--- src/rtl/pipe_hazard_ctrl.sv ---
// pipe_hazard_ctrl
// Pipeline sequencing controller for the 5-stage core. It produces load
// enables and bubble/flush controls for the PC, IF/ID, ID/EXE, EXE/MEM and
// MEM/WB registers.
//
// Three hazard sources are handled, highest priority first:
//   1. multi-cycle data-memory access (freeze the front of the pipe, bubble WB)
//   2. taken branch in EXE (flush the two wrong-path slots)
//   3. load-use dependency (hold PC/IF-ID for one cycle, bubble into EXE)
// A data-memory wait is bounded by MEM_TIMEOUT. Once the bound is reached the
// pipe is released anyway, the result is dropped and mem_err is latched.
//
// Ports:
//   clk, rst           clock, asynchronous active-high reset
//   id_rs1, id_rs2     source registers of the instruction in ID
//   id_use_rs2         ID instruction reads rs2
//   ex_waddr           destination register of the instruction in EXE
//   ex_wen             EXE instruction writes a register
//   ex_memtoReg        EXE instruction is a load
//   ex_branch_taken    branch in EXE resolved taken
//   mem_req            MEM-stage instruction accesses data memory
//   dmem_ready         data memory completes the access this cycle
//   dmem_req           request to data memory
//   pc_en .. memwb_en  pipeline register load enables
//   ifid_flush         force a bubble into IF/ID
//   idex_flush         force a bubble into ID/EXE
//   memwb_bubble       force a bubble into MEM/WB
//   state              0 = RUN, 1 = MEM_WAIT
//   mem_err            sticky data-memory timeout flag
//   stall_cnt          saturating count of cycles with pc_en = 0
module pipe_hazard_ctrl #(
    parameter int ASIZE       = 5,
    parameter int MEM_TIMEOUT = 15
) (
    input  logic             clk,
    input  logic             rst,
    input  logic [ASIZE-1:0] id_rs1,
    input  logic [ASIZE-1:0] id_rs2,
    input  logic             id_use_rs2,
    input  logic [ASIZE-1:0] ex_waddr,
    input  logic             ex_wen,
    input  logic             ex_memtoReg,
    input  logic             ex_branch_taken,
    input  logic             mem_req,
    input  logic             dmem_ready,
    output logic             dmem_req,
    output logic             pc_en,
    output logic             ifid_en,
    output logic             idex_en,
    output logic             exmem_en,
    output logic             memwb_en,
    output logic             ifid_flush,
    output logic             idex_flush,
    output logic             memwb_bubble,
    output logic [1:0]       state,
    output logic             mem_err,
    output logic [15:0]      stall_cnt
);

    typedef enum logic [1:0] {
        RUN      = 2'd0,
        MEM_WAIT = 2'd1
    } state_t;

    localparam logic [7:0] TIMEOUT_CNT = 8'(MEM_TIMEOUT);

    state_t     cur_state;
    state_t     next_state;
    logic [7:0] wait_cnt;
    logic [7:0] wait_cnt_next;
    logic       mem_err_next;

    logic mem_stall;
    logic timeout;
    logic load_use;

    assign state = cur_state;

    assign mem_stall = mem_req & ~dmem_ready;

    // Only a wait that is still unready at the bound counts as a timeout.
    assign timeout = (cur_state == MEM_WAIT) && mem_stall && (wait_cnt == TIMEOUT_CNT);

    assign load_use = ex_memtoReg && ex_wen && (ex_waddr != '0) &&
                      ((ex_waddr == id_rs1) || (id_use_rs2 && (ex_waddr == id_rs2)));

    always_comb begin
        pc_en         = 1'b1;
        ifid_en       = 1'b1;
        idex_en       = 1'b1;
        exmem_en      = 1'b1;
        memwb_en      = 1'b1;
        ifid_flush    = 1'b0;
        idex_flush    = 1'b0;
        memwb_bubble  = 1'b0;
        dmem_req      = mem_req;
        next_state    = RUN;
        wait_cnt_next = 8'd0;
        mem_err_next  = mem_err;

        if (rst) begin
            // Hold the whole pipe quiet while in reset.
            pc_en    = 1'b0;
            ifid_en  = 1'b0;
            idex_en  = 1'b0;
            exmem_en = 1'b0;
            memwb_en = 1'b0;
            dmem_req = 1'b0;
        end else if (mem_stall && !timeout) begin
            // Freeze everything upstream of MEM; keep WB clocking but with a
            // bubble so the stalled instruction is not written back twice.
            pc_en        = 1'b0;
            ifid_en      = 1'b0;
            idex_en      = 1'b0;
            exmem_en     = 1'b0;
            memwb_bubble = 1'b1;
            dmem_req     = 1'b1;
            next_state   = MEM_WAIT;
            if (cur_state == RUN) begin
                wait_cnt_next = 8'd1;
            end else begin
                wait_cnt_next = wait_cnt + 8'd1;
            end
        end else begin
            if (timeout) begin
                // Forced release: the memory result never arrived, drop it.
                memwb_bubble = 1'b1;
                mem_err_next = 1'b1;
            end
            if (ex_branch_taken) begin
                ifid_flush = 1'b1;
                idex_flush = 1'b1;
            end else if (load_use) begin
                pc_en      = 1'b0;
                ifid_en    = 1'b0;
                idex_flush = 1'b1;
            end
        end
    end

    always_ff @(posedge clk or posedge rst) begin
        if (rst) begin
            cur_state <= RUN;
            wait_cnt  <= 8'd0;
            mem_err   <= 1'b0;
            stall_cnt <= 16'd0;
        end else begin
            cur_state <= next_state;
            wait_cnt  <= wait_cnt_next;
            mem_err   <= mem_err_next;
            if (!pc_en && (stall_cnt != 16'hFFFF)) begin
                stall_cnt <= stall_cnt + 16'd1;
            end
        end
    end

endmodule

--- config.mk ---
export PLATFORM = sky130hd
export DESIGN_NAME = pipe_hazard_ctrl
export DESIGN_NICKNAME = d
export VERILOG_FILES = /design/src/rtl/pipe_hazard_ctrl.sv
export SDC_FILE = /design/constraint.sdc
export NUM_CORES = 1
export LEC_CHECK = 0
export CORE_UTILIZATION = 40
export DETAILED_ROUTE_END_ITERATION = 6
export PLACE_DENSITY = 0.83
export SETUP_SLACK_MARGIN = 0.4
export SYNTH_ARGS = -nofsm -noshare
export SYNTH_HDL_FRONTEND = slang
export SYNTH_SLANG_ARGS = --single-unit
--- constraint.sdc ---
create_clock -name clk -period 2 [get_ports clk]
set_input_delay 0.3 -clock clk [delete_from_list [all_inputs] [get_ports clk]]
set_output_delay 0.3 -clock clk [all_outputs]
set_load 0.01 [all_outputs]
* Word-level counts from Yosys, hierarchy flattened
Index checks and enable logic that the tools add are counted.
** Cells by class
- $add $sub $neg :: 2
- Equal/unequal tests :: 5
- Mux-type cells :: 24
- Bitwise logic cells :: 4
- Reduce and logical (&&, ||, !) cells :: 14
** Operators with widths (number)
- $mux 8 :: 3
- $mux 1 :: 21
- $add 16x1->16 const B :: 1
- $ne 16x16->1 const B :: 1
- $eq 5x5->1 :: 2
- $add 8x1->8 const B :: 1
- $eq 8x4->1 const B :: 1
- $logic_and 1x1->1 :: 8
- $reduce_bool 5->1 :: 1
- $not 1->1 :: 3
- $reduce_and 3->1 :: 1
- $eq 2x1->1 const B :: 1
- $logic_not 1->1 :: 2
- $logic_not 2->1 :: 1
- $and 1x1->1 :: 1
- $logic_or 1x1->1 :: 1
** Storage, ports and cells
- Register bits :: 27
- Input bits :: 23
- Output and inout bits :: 28
- Word-level logic and storage cells :: 53

* Logic depth before layout (Yosys ltp)
Gate-level depths: netlist (run 1).
- Depth in word-level cells :: 10
- Depth in mapped cells :: 9
- Mapped depth without buffers :: 7

* Least setup slack after synthesis (run 1)
Ideal clock, no wire load.
- Path type :: reg2reg
- Start :: register wait_cnt[0]
- End :: register stall_cnt[14]
- Arrival :: 1.979 ns
- Required time :: 1.875 ns
- Slack :: -0.104 ns
- Cell stages (with the launch flop) :: 9
- Buffers on the path :: 1
- Period minus slack after synthesis :: 2.104 ns
- Cells stage by stage :: dfrtp_1 > ha_1 > and3_1 > clkbuf_1 > a311oi_2 > nor2_1 > o21a_1 > nor3_1 > mux2_2
** On the way
- Longest elaborated chain between the ends :: 8
** RTL lines
- start: declaration :: line 69 : logic [7:0] wait_cnt;
- start signal: assignment :: line 149 : wait_cnt <= wait_cnt_next;
- $eq 8x4->1 :: line 82 : assign timeout = (cur_state == MEM_WAIT) && mem_stall && (wait_cnt == TIMEOUT_CNT);
- $logic_and 1x1->1 :: line 82
- $logic_not 1->1 :: line 109 : end else if (mem_stall && !timeout) begin
- $logic_and 1x1->1 :: line 109
- $mux 1 (2 in a row)
- net ifid_en :: line 48 : output logic ifid_en,
- $logic_not 1->1 :: line 151 : if (!pc_en && (stall_cnt != 16'hFFFF)) begin
- $logic_and 1x1->1 :: line 151
- end signal: assignment :: line 152 : stall_cnt <= stall_cnt + 16'd1;
- end: declaration :: line 57 : output logic [15:0] stall_cnt
The timed path passes the listed nets, and every way through them passes these cells.
A chain may end at the register's enable or synchronous reset.

* Worst setup path after layout (run 1)
- Start :: register wait_cnt[0]
- End :: output idex_flush
** On the way
- Longest elaborated chain between the ends :: 6
** RTL lines
- $eq 8x4->1 :: line 82
- $logic_and 1x1->1 :: line 82
- $logic_not 1->1 :: line 109
- $logic_and 1x1->1 :: line 109
- $mux 1 :: line 109
- $mux 1 :: line 101 : if (rst) begin
- end: declaration :: line 53 : output logic idex_flush,
Every way passes these cells.

==> impl_metrics.py, run 1 <==
metrics = {
    "outcome": {
        "status": "finished, violations left",
        "violations": "negative setup slack",
    },
    "layout": {
        "fin_cells": 289,
        "areaGrowthSynthToFinish_pct": 87.1,
        "finalNetCount": 269,
        "drive_gt1_frac": 0.502,
        "final_core_util": 0.792,
        "diodes": 0,
        "final_common_cell": "buf_4",
        "most-common-layout-cells": "buf_4, dfrtp_1, dlygate4sd2_1",
    },
    "timing": {
        "timing.hold.ws_ns": 0.438,
        "finalHoldViolations": 0,
        "setup_violations": 7,
        "rsz0062_at_grt": "yes",
        "min_period_ns": 2.16,
        "slew_viol_final": 0,
        "fin_worst_skew_ns": 0.0334,
        "max_clock_freq_ghz": 0.462,
        "setup_slack_ns": -0.164,
        "min_period_over_period": 1.08,
        "final.setup.tns_ns": -0.494,
    },
    "pwr": {
        "p_per_area_nw_per_um2": 651,
        "vdd_drop_max_mv": 0.610,
        "totalPowerFinal_uw": 1750,
        "leakage_uw": 0.00141,
    },
    "clock_network": {
        "cts_tree": "built",
        "cts_sinks": 26,
        "cts_buffers": 3,
        "clock_tree.buffer_depth": 2,
        "clk_pin_slew_worst_paths_ns": 0.17,
        "insertion_delay_ns": 0.34,
        "root_buffer": "clkbuf_4",
        "htreeDepth": 1,
    },
    "logic_synthesis": {
        "synth_seq_cells": 26,
        "syn_avg_cell_area_um2": 10.5,
        "yosysWarningCount": 0,
        "yosysSeqAreaShare": 0.453,
        "synthesis.nets": 162,
        "synth_area_um2": 1440,
        "synth_cell_types": 35,
        "netlist_instances": 137,
    },
    "place": {
        "io_buffers": 49,
        "dp_hpwl_um": 2820,
        "dp_cells": 253,
        "gp_congestion": 0.766,
    },
    "route": {
        "dr_total_vias": 1504,
        "vias_per_cell": 5.20,
        "avgRoutedWirePerCell_um": 17.7,
        "drtIter0Drc": 43,
        "ant_nets": 0,
        "wl_um": 5130,
        "drcViolationCount": 0,
        "drtPass1Iterations": 4,
    },
    "grt": {
        "grt_max_degree": 27,
        "grt_pass1_vias": 1514,
        "track_usage": 0.250,
        "grt_overflow": 0,
        "grt_pass1_wl_um": 6800,
        "antenna_found_initial": 0,
    },
    "critical_path": {
        "regToRegSetupSlack_ns": -0.03,
        "r2r-start": "stall_cnt[10]",
        "crit_type": "reg2out",
        "crit_required_ns": 1.70,
        "end_kind": "output port",
        "crit_fanout": 3,
        "r2r-end": "stall_cnt[13]",
        "cp.arrival_ns": 1.86,
        "reg2reg_depth": 7,
        "cp-start-kind": "flop",
    },
    "die": {
        "die_h_um": 61.9,
        "core_area_um2": 3390,
        "ios": 51,
        "dieArea_um2": 3830,
        "chipWidth_um": 61.9,
        "initial_core_util": 0.423,
        "fp-row-count": 21,
    },
    "job": {
        "cap_violations": 0,
    },
    "min_path": {
        "min_path_type": "in2async",
    },
}
[state kept, by name, indices dropped and copies added (netlist names)]
register and cells:
mem_err 1, state 1, wait_cnt 8, stall_cnt 16
[layout make-up]
| cell class | instances | area [um2] |
|---|---|---|
| well taps | 46 | 57.6 |
| repair buffers | 107 | 958 |
| flip-flops and latches | 26 | 654 |
| multi-input cells | 103 | 951 |
| clock buffers | 3 | 22.5 |
| inverters | 3 | 11.3 |
| clock inverters | 1 | 30.0 |
| fillers | 214 | 704 |
[cell usage after synthesis (all sizes together)]
master   instances  share of area
xor2            13          0.079
and4             3          0.021
o22ai            1         0.0044
nor2b            1         0.0044
nor4             1         0.0044
nand4b           1         0.0061
a21boi           1         0.0052
nor2            12          0.031
and2             3          0.014
a311oi           1          0.010
or4              1         0.0078
a32oi            1         0.0061
conb             1         0.0026
dfrtp           26           0.45
nand4            6          0.026
clkbuf           1         0.0026
o211ai           1         0.0052
a41o             1         0.0070
inv              3         0.0078
o2111ai          1          0.010
nand2b           1         0.0044
o21a             2          0.010
nand2            7          0.018
xnor2           16          0.098
ha               2          0.017
nand3            8          0.028
nor3             5          0.017
mux2             3          0.024
buf              4          0.024
o21bai           1         0.0078
and3             8          0.036
o21ai            1         0.0061
[worst max path at each step]
stage,endpoint,depth (start not counted),from,slack [ns]
finish,idex_flush,8,wait_cnt[0],-0.16
global route,idex_flush,8,wait_cnt[0],-0.25
CTS,idex_flush,8,wait_cnt[0],-0.15
detailed placement,idex_flush,7,ex_waddr[3],-0.61
global placement,idex_flush,6,ex_waddr[1],-0.49
floorplan,stall_cnt[14],8,wait_cnt[0],-0.02
[routing by layer]
layer  share of wire  global-route usage
met1            0.34               0.240
met2            0.57               0.507
met3           0.062              0.0435
met4           0.028               0.117
met5               0                   0
[through the flow]
step                      cell area (um2)  worst slack (ns)
after floorplan                      1490           -0.0156
after global placement               2210            -0.492
after detailed placement             2210            -0.605
after CTS                            2530            -0.150
after global routing                 2690            -0.251
final                                2690            -0.164
[cell families after synthesis]
kind of cell,Yosys count,share of synthesized area
xor+xnor,29,0.177
other cells,1,0.00261
simple gates,57,0.219
fa+ha+maj,2,0.0174
flops,26,0.453
buf+inv,8,0.0340
mux,3,0.0235
compound gates,11,0.0732
[critical path, stage by stage, from the launching register on]
cell and delay (ns):
dfrtp_1 0.41, ha_2 0.19, and3_4 0.16, a311oi_2 0.25
nor2_2 0.08, buf_4 0.15, buf_6 0.10, o21a_1 0.10
buf_6 0.12
[power breakdown]
part | switching (uW) | internal (uW) | total (uW)
registers | 50.9 | 598 | 648
clock network | 165 | 203 | 368
logic | 316 | 414 | 730
total | 533 | 1210 | 1750
[what timing repair did]
| action | 4_1_cts | 5_1_grt |
|---|---|---|
| pin swaps | 29 | 13 |
| setup endpoints to repair | 40 | 37 |
| gates cloned | 1 | 0 |
| gates resized for setup | 92 | 39 |
| hold buffers | 0 | 0 |
| buffers inserted | 23 | 8 |
Power figures use the tool's default switching activity.
==> run 2, diff against run 1 <==
- SLEW_MARGIN: unset -> 10
==> results of run 2 <==
Final layout, timing and power as in run 1 (identical DEF).
